### config.mk
export PLATFORM = sky130hd
export DESIGN_NAME = data_mem_access_ctrl
export DESIGN_NICKNAME = d
export VERILOG_FILES = /design/src/rtl/data_mem_access_ctrl.sv
export SDC_FILE = /design/constraint.sdc
export NUM_CORES = 1
export LEC_CHECK = 0
export CAP_MARGIN = 20
export CORE_ASPECT_RATIO = 1.75
export CORE_MARGIN = 4
export CORE_UTILIZATION = 45
export CTS_CLUSTER_SIZE = 40
export DETAILED_ROUTE_END_ITERATION = 12
export PLACE_DENSITY_LB_ADDON = 0.1
export SYNTH_ARGS = -nofsm -noshare
export SYNTH_HDL_FRONTEND = slang
export SYNTH_SLANG_ARGS = --single-unit
export TNS_END_PERCENT = 100
### constraint.sdc
create_clock -name clk -period 3.6 [get_ports clk]
set_input_delay 0.36 -clock clk [delete_from_list [all_inputs] [get_ports clk]]
set_output_delay 0.36 -clock clk [all_outputs]
set_load 0.005 [all_outputs]
### src/rtl/data_mem_access_ctrl.sv
// Load/store sequencer for a word-wide data memory: sub-word stores by
// read-modify-write, sign/zero-extended loads, and fault screening up front.
module data_mem_access_ctrl #(
  parameter int DEPTH = 1024
) (
  input  logic        clk,
  input  logic        reset,
  input  logic        req_valid,
  output logic        req_ready,
  input  logic        req_write,
  input  logic [1:0]  req_size,
  input  logic        req_unsigned,
  input  logic [31:0] req_addr,
  input  logic [31:0] req_wdata,
  output logic        resp_valid,
  output logic [31:0] resp_rdata,
  output logic        resp_fault,
  output logic [31:0] mem_addr,
  output logic        mem_write_enable,
  output logic [31:0] mem_write_data,
  input  logic [31:0] mem_read_data
);

  localparam logic [31:0] DEPTH_W = 32'(DEPTH);

  typedef enum logic [1:0] {IDLE, ACCESS, WRITE, RESP} state_t;

  state_t      state, state_nxt;
  logic        write_p0;
  logic [1:0]  size_p0;
  logic        uns_p0;
  logic [1:0]  lane_p0;
  logic [31:0] wdata_p0;
  logic        fault_p0;
  logic [31:0] word_p1;
  logic        req_fault;
  logic        word_store;

  function automatic logic [31:0] load_extend(input logic [31:0] word, input logic [1:0] size,
                                              input logic [1:0] lane, input logic uns);
    logic signed [7:0]  b;
    logic signed [15:0] h;
    logic signed [31:0] sx;
    logic [31:0]        r;
    case (lane)
      2'd0:    b = word[7:0];
      2'd1:    b = word[15:8];
      2'd2:    b = word[23:16];
      default: b = word[31:24];
    endcase
    h  = lane[1] ? word[31:16] : word[15:0];
    sx = '0;
    r  = word;
    if (size == 2'b00) begin
      sx = b;
      r  = uns ? {24'h0, b} : sx;
    end else if (size == 2'b01) begin
      sx = h;
      r  = uns ? {16'h0, h} : sx;
    end
    return r;
  endfunction

  function automatic logic [31:0] store_merge(input logic [31:0] word, input logic [31:0] wdata,
                                              input logic [1:0] size, input logic [1:0] lane);
    logic [31:0] r;
    r = word;
    if (size == 2'b00) begin
      case (lane)
        2'd0:    r[7:0]   = wdata[7:0];
        2'd1:    r[15:8]  = wdata[7:0];
        2'd2:    r[23:16] = wdata[7:0];
        default: r[31:24] = wdata[7:0];
      endcase
    end else if (size == 2'b01) begin
      if (lane[1]) r[31:16] = wdata[15:0];
      else         r[15:0]  = wdata[15:0];
    end else begin
      r = wdata;
    end
    return r;
  endfunction

  always_comb begin
    req_fault = 1'b0;
    case (req_size)
      2'b01:   req_fault = req_addr[0];
      2'b10:   req_fault = (req_addr[1:0] != 2'b00);
      2'b11:   req_fault = 1'b1;
      default: req_fault = 1'b0;
    endcase
    if ({2'b00, req_addr[31:2]} >= DEPTH_W) req_fault = 1'b1;
  end

  assign word_store = write_p0 && (size_p0 == 2'b10);

  always_ff @(posedge clk or posedge reset) begin
    if (reset) state <= IDLE;
    else       state <= state_nxt;
  end

  always_comb begin
    state_nxt = state;
    case (state)
      IDLE:    if (req_valid) state_nxt = req_fault ? RESP : ACCESS;
      ACCESS:  state_nxt = (!write_p0 || word_store) ? RESP : WRITE;
      WRITE:   state_nxt = RESP;
      default: state_nxt = IDLE;
    endcase
  end

  // p0: request latched at acceptance; p1: memory word captured in ACCESS
  always_ff @(posedge clk or posedge reset) begin
    if (reset) begin
      write_p0 <= 1'b0;
      size_p0  <= 2'b00;
      uns_p0   <= 1'b0;
      lane_p0  <= 2'b00;
      wdata_p0 <= '0;
      fault_p0 <= 1'b0;
      mem_addr <= '0;
      word_p1  <= '0;
    end else begin
      if (state == IDLE && req_valid) begin
        write_p0 <= req_write;
        size_p0  <= req_size;
        uns_p0   <= req_unsigned;
        lane_p0  <= req_addr[1:0];
        wdata_p0 <= req_wdata;
        fault_p0 <= req_fault;
        // A faulting request leaves the memory address untouched.
        if (!req_fault) mem_addr <= {2'b00, req_addr[31:2]};
      end
      if (state == ACCESS) word_p1 <= mem_read_data;
    end
  end

  always_comb begin
    req_ready        = (state == IDLE);
    resp_valid       = (state == RESP);
    resp_fault       = (state == RESP) && fault_p0;
    resp_rdata       = '0;
    mem_write_enable = 1'b0;
    mem_write_data   = '0;
    case (state)
      ACCESS: if (word_store) begin
        mem_write_enable = 1'b1;
        mem_write_data   = wdata_p0;
      end
      WRITE: begin
        mem_write_enable = 1'b1;
        mem_write_data   = store_merge(word_p1, wdata_p0, size_p0, lane_p0);
      end
      RESP: if (!write_p0 && !fault_p0) resp_rdata = load_extend(word_p1, size_p0, lane_p0, uns_p0);
      default: ;
    endcase
  end

endmodule

Yosys cells after proc, flatten, opt, wreduce, memory -nomap -nowiden
Cells that the tools add are included.
{"block": "word_totals", "reg_bits": 103, "output_inout_bits": 100}
{"block": "classes", "order_cmp": 1, "bitwise_logic": 1, "n_eq_ne": 11, "reduce_logical": 13, "n_mux": 26}
{"op": "$mux 32", "n": 9}
{"op": "$pmux 32 s2", "n": 1}
{"op": "$mux 16", "n": 3}
{"op": "$mux 8", "n": 4}
{"op": "$ge 30x11->1 const B", "n": 1}
{"op": "$pmux 8 s3", "n": 1}
{"op": "$eq 2x2->1 const B", "n": 6}
{"op": "$eq 2x1->1 const B", "n": 4}
{"op": "$logic_not 2->1", "n": 3}
{"op": "$pmux 2 s3", "n": 1}
{"op": "$logic_and 1x1->1", "n": 4}
{"op": "$mux 2", "n": 2}
{"op": "$mux 1", "n": 3}
{"op": "$pmux 1 s3", "n": 1}
{"op": "$reduce_or 3->1", "n": 1}
{"op": "$logic_not 1->1", "n": 2}
{"op": "$ne 2x2->1 const B", "n": 1}
{"op": "$pmux 1 s2", "n": 1}
{"op": "$reduce_and 2->1", "n": 1}
{"op": "$reduce_bool 2->1", "n": 1}
{"op": "$logic_or 1x1->1", "n": 1}
{"op": "$not 1->1", "n": 1}

Longest topological paths before layout
{"block": "depth", "ltp_word": 6, "mapped_depth": 9, "depth_no_buf": 6}

Worst setup path after synthesis
OpenSTA, ideal clock, no wires.
{"block": "synth_path", "kind": "register to output", "from": "reg state[0]", "to": "out mem_write_data[8]", "n_path_buf": 3, "setup_slack_ns": 1.510, "arrival_ns": 1.730, "path_stages_with_launch": 10, "cell_sequence": "dfrtp_1 -> inv_1 -> ha_1 -> buf_2 -> and2_1 -> buf_2 -> a22o_1 -> buf_2 -> a31oi_1 -> nor2_1"}
{"block": "synth_via", "elab_chain_len": 2}
{"element": "start, declared", "line": "28", "text": "state_t state, state_nxt;"}
{"element": "start signal, assigned", "line": "99", "text": "else state <= state_nxt;"}
{"element": "$eq 2x2->1 or $eq 2x1->1 (tied branches)", "line": "145", "text": "case (state)"}
{"element": "$pmux 32 s2 (*)", "line": "145"}
{"element": "end, declared", "line": "20", "text": "output logic [31:0] mem_write_data,"}
Every way passes the cells marked *; elsewhere a longest branch is shown, timed or not.

Worst setup path in the final report
{"block": "layout_path", "from": "reg state[1]", "to": "out resp_rdata[29]"}
{"block": "layout_via", "elab_chain_len": 2}
{"element": "$eq 2x2->1", "line": "145"}
{"element": "$mux 32", "line": "145"}
{"element": "end, declared", "line": "16", "text": "output logic [31:0] resp_rdata,"}
No other way between the ends.

==> results.json <==
{
  "setup_slack_ns": 0.200,
  "cts.path.max_buffers": 2,
  "outcome": "finished clean",
  "hold_viol": 0,
  "power_mw": 6.00,
  "fin_nets": 807,
  "fmax_ghz": 0.294,
  "cts_resized": 0,
  "crit_fanout": 16,
  "p_leak_nw": 3.35,
  "die-area_um2": 14200,
  "slew_headroom_pct": 46.0,
  "cts_buffers": 9,
  "synth.most_common_cell": "dfrtp_1",
  "htreeDepth": 3,
  "yosys.area_share.simple_pct": 13.3,
  "synthMuxAreaShare_pct": 21.5,
  "grtUsageMet2_pct": 46.8,
  "syn_avg_cell_area_um2": 10.8,
  "drc": 0,
  "arrival_ns": 3.04,
  "cp.required_ns": 3.24,
  "grt_pass1_vias": 5133,
  "synth_edf_count": 0,
  "core_area_um2": 12100,
  "finalSetupTns_ns": 0,
  "drt_first_pass_iters": 5,
  "dieHeight_um": 155,
  "synth_common_cells": "dfrtp_1, mux2_2, nand2_1, nor2_1, o21ai_0",
  "tightest_slew_ns": 0.809,
  "peakVddDrop_mv": 0.315,
  "yosysTopAreaCell": "dfrtp_1",
  "io_pins": 203,
  "grt_max_degree": 63,
  "period_share_pct": 94.4,
  "antenna_found_initial": 0,
  "fp.dieW_um": 91.9,
  "p_sw_share_pct": 40.1,
  "period_minus_slack_ns": 3.40,
  "port_buffers": 200,
  "num_rows": 53,
  "grt_usage_pct": 25.4,
  "start_util_pct": 45.9,
  "grt_busiest_layer": "met2",
  "post_cts_buffers": 0,
  "grt_pass1_wl_um": 28000,
  "insertion_delay_ns": 0.35,
  "grt_overflow_total": 0,
  "vias": 4776,
  "yosysTopAreaCellShare_pct": 46.5,
  "ant_nets": 0,
  "p_clk_share_pct": 15.9,
  "clockRootBuffer": "clkbuf_16",
  "final_max_slew_viol_count": 0,
  "hp-class": "in2async",
  "maxCapViolCount": 0,
  "drive_gt1_share_pct": 18.0,
  "finalSetupViolations": 0,
  "vias_per_cell": 5.48,
  "netSwitchingPower_mw": 2.41,
  "synth_top_family_by_area": "multiplexers",
  "place_inst": 854,
  "synth-seq-cells": 103,
  "grt_use_met3_pct": 6.76,
  "synth_compound_area_share_pct": 13.3,
  "pre_cts_slack_ns": 0.595,
  "synth-xor-area-share_pct": 0,
  "clock_skew_ns": 0.00895,
  "p_int_mw": 3.59,
  "power.density_nw_per_um2": 755,
  "routed_wl_um": 17900,
  "regArea_um2": 2580,
  "grtUsageMet1_pct": 26.6,
  "n_fill_cell": 991,
  "area_delta_synth_final_pct": 43.3,
  "cp-end-kind": "output port",
  "placed_cell_area_um2": 7650,
  "drt-initial-drc-count": 269,
  "instances_no_fill": 871,
  "dp.final_hpwl_um": 14200,
  "rsz0062_at_grt": "no",
  "synth_area_leaders": "dfrtp_1, mux2_2, nand2_1",
  "synthAdderAreaFrac_pct": 0.904,
  "synthDistinctLibCells": 51,
  "clk_pin_slew_ns": 0.07,
  "cts_tree": "built",
  "cts_num_sinks": 103,
  "pwr-share-comb_pct": 46.3,
  "yosys_warnings": 0,
  "cp-start-kind": "register",
  "wl_per_cell_um": 20.6,
  "synthArstFlopShare_pct": 100,
  "gp_congestion": 0.993,
  "cts_hold_buffers": 0,
  "multiInputGateArea_um2": 2730,
  "worstSetupPathType": "reg2out",
  "seq_area_frac_synth_pct": 46.5,
  "syn_inst": 512,
  "ys.flop_type": "dfrtp_1",
  "syn_area_um2": 5540,
  "seq_power_share_pct": 37.8,
  "finalInstanceArea_um2": 7940
}
[power groups by stage]
stage | logic, mW | clock network (mW) | registers, mW
2_1_floorplan | 1.99 | 0 | 1.87
3_3_place_gp | 2.73 | 0 | 2.26
3_5_place_dp | 2.78 | 0 | 2.28
4_1_cts | 2.79 | 0.976 | 2.26
5_1_grt | 3.03 | 1.03 | 2.31
6_report | 2.78 | 0.953 | 2.27
[logic make-up after synthesis]
| group | count (synthesis) |
|---|---|
| adder cells (fa/ha/maj) | 4 |
| other | 1 |
| multiplexers | 98 |
| AO/OA/AOI/OAI | 108 |
| buffers and inverters | 48 |
| flip-flops | 103 |
| AND/OR/NAND/NOR | 150 |
[registers in the layout (all words and copies together), names as in the netlist]
signal    flops
lane_p0       2
size_p0       2
uns_p0        1
mem_addr     30
fault_p0      1
state         2
word_p1      32
write_p0      1
wdata_p0     32
[routing by layer]
| metal | up-vias | part of all wire [%] |
|---|---|---|
| met5 | - | 0 |
| met4 | 0 | 3.9 |
| met3 | 43 | 7.5 |
| met2 | 215 | 54 |
| met1 | 2319 | 34 |
| li1 | 2199 | - |
[area by class of cell]
cell class | instances | area share (%)
Tap cell | 165 | 2.60
Clock inverter | 7 | 0.788
Inverter | 14 | 0.693
Sequential cell | 103 | 32.5
Multi-Input combinational cell | 362 | 34.4
Timing Repair Buffer | 210 | 26.2
Clock buffer | 9 | 2.84
Antenna cell | 1 | 0.0315
[path summary, 6_finish.rpt]
check / start / endpoint / slack (ns) / cells after the start
setup reg to reg: state[0] / mem_addr[1] / 1.56 / 5
hold reg to reg: mem_addr[15] / mem_addr[15] / 0.51 / 1
hold / removal: reset / wdata_p0[24] / 0.50 / 2
min in group clk: mem_addr[15] / mem_addr[15] / 0.51 / 1
setup / recovery: state[1] / resp_rdata[29] / 0.20 / 6
max in group asynchronous: reset / word_p1[27] / 2.32 / 3
[per-stage QoR]
step	hold slack, ns	utilization [%]
2_1_floorplan	0.471	-
3_3_place_gp	0.483	63.4
3_5_place_dp	0.487	63.4
4_1_cts	0.509	65.7
5_1_grt	0.530	65.8
6_report	0.496	65.8
[cells in the final DEF, fill, tap and decap left out, drive strengths merged, types with 10 or more instances in the layout]
cell | netlist | routed
o22ai | 15 | 15
buf | 30 | 10
dfrtp | 103 | 103
a21oi | 20 | 20
mux2i | 11 | 11
inv | 13 | 17
nor2 | 35 | 35
clkdlybuf4s50 | 0 | 200
mux2 | 78 | 78
nor2b | 23 | 23
o21ai | 32 | 32
nand2 | 64 | 64
[critical path, stage by stage, from the launching register on]
cell             delay, ns
dfrtp_1               0.41
ha_1                  0.30
or3b_1                0.63
nor2_2                0.60
nand2_1               0.13
nand2_1               0.11
clkdlybuf4s50_1       0.50
Power figures use the tool's default switching activity.
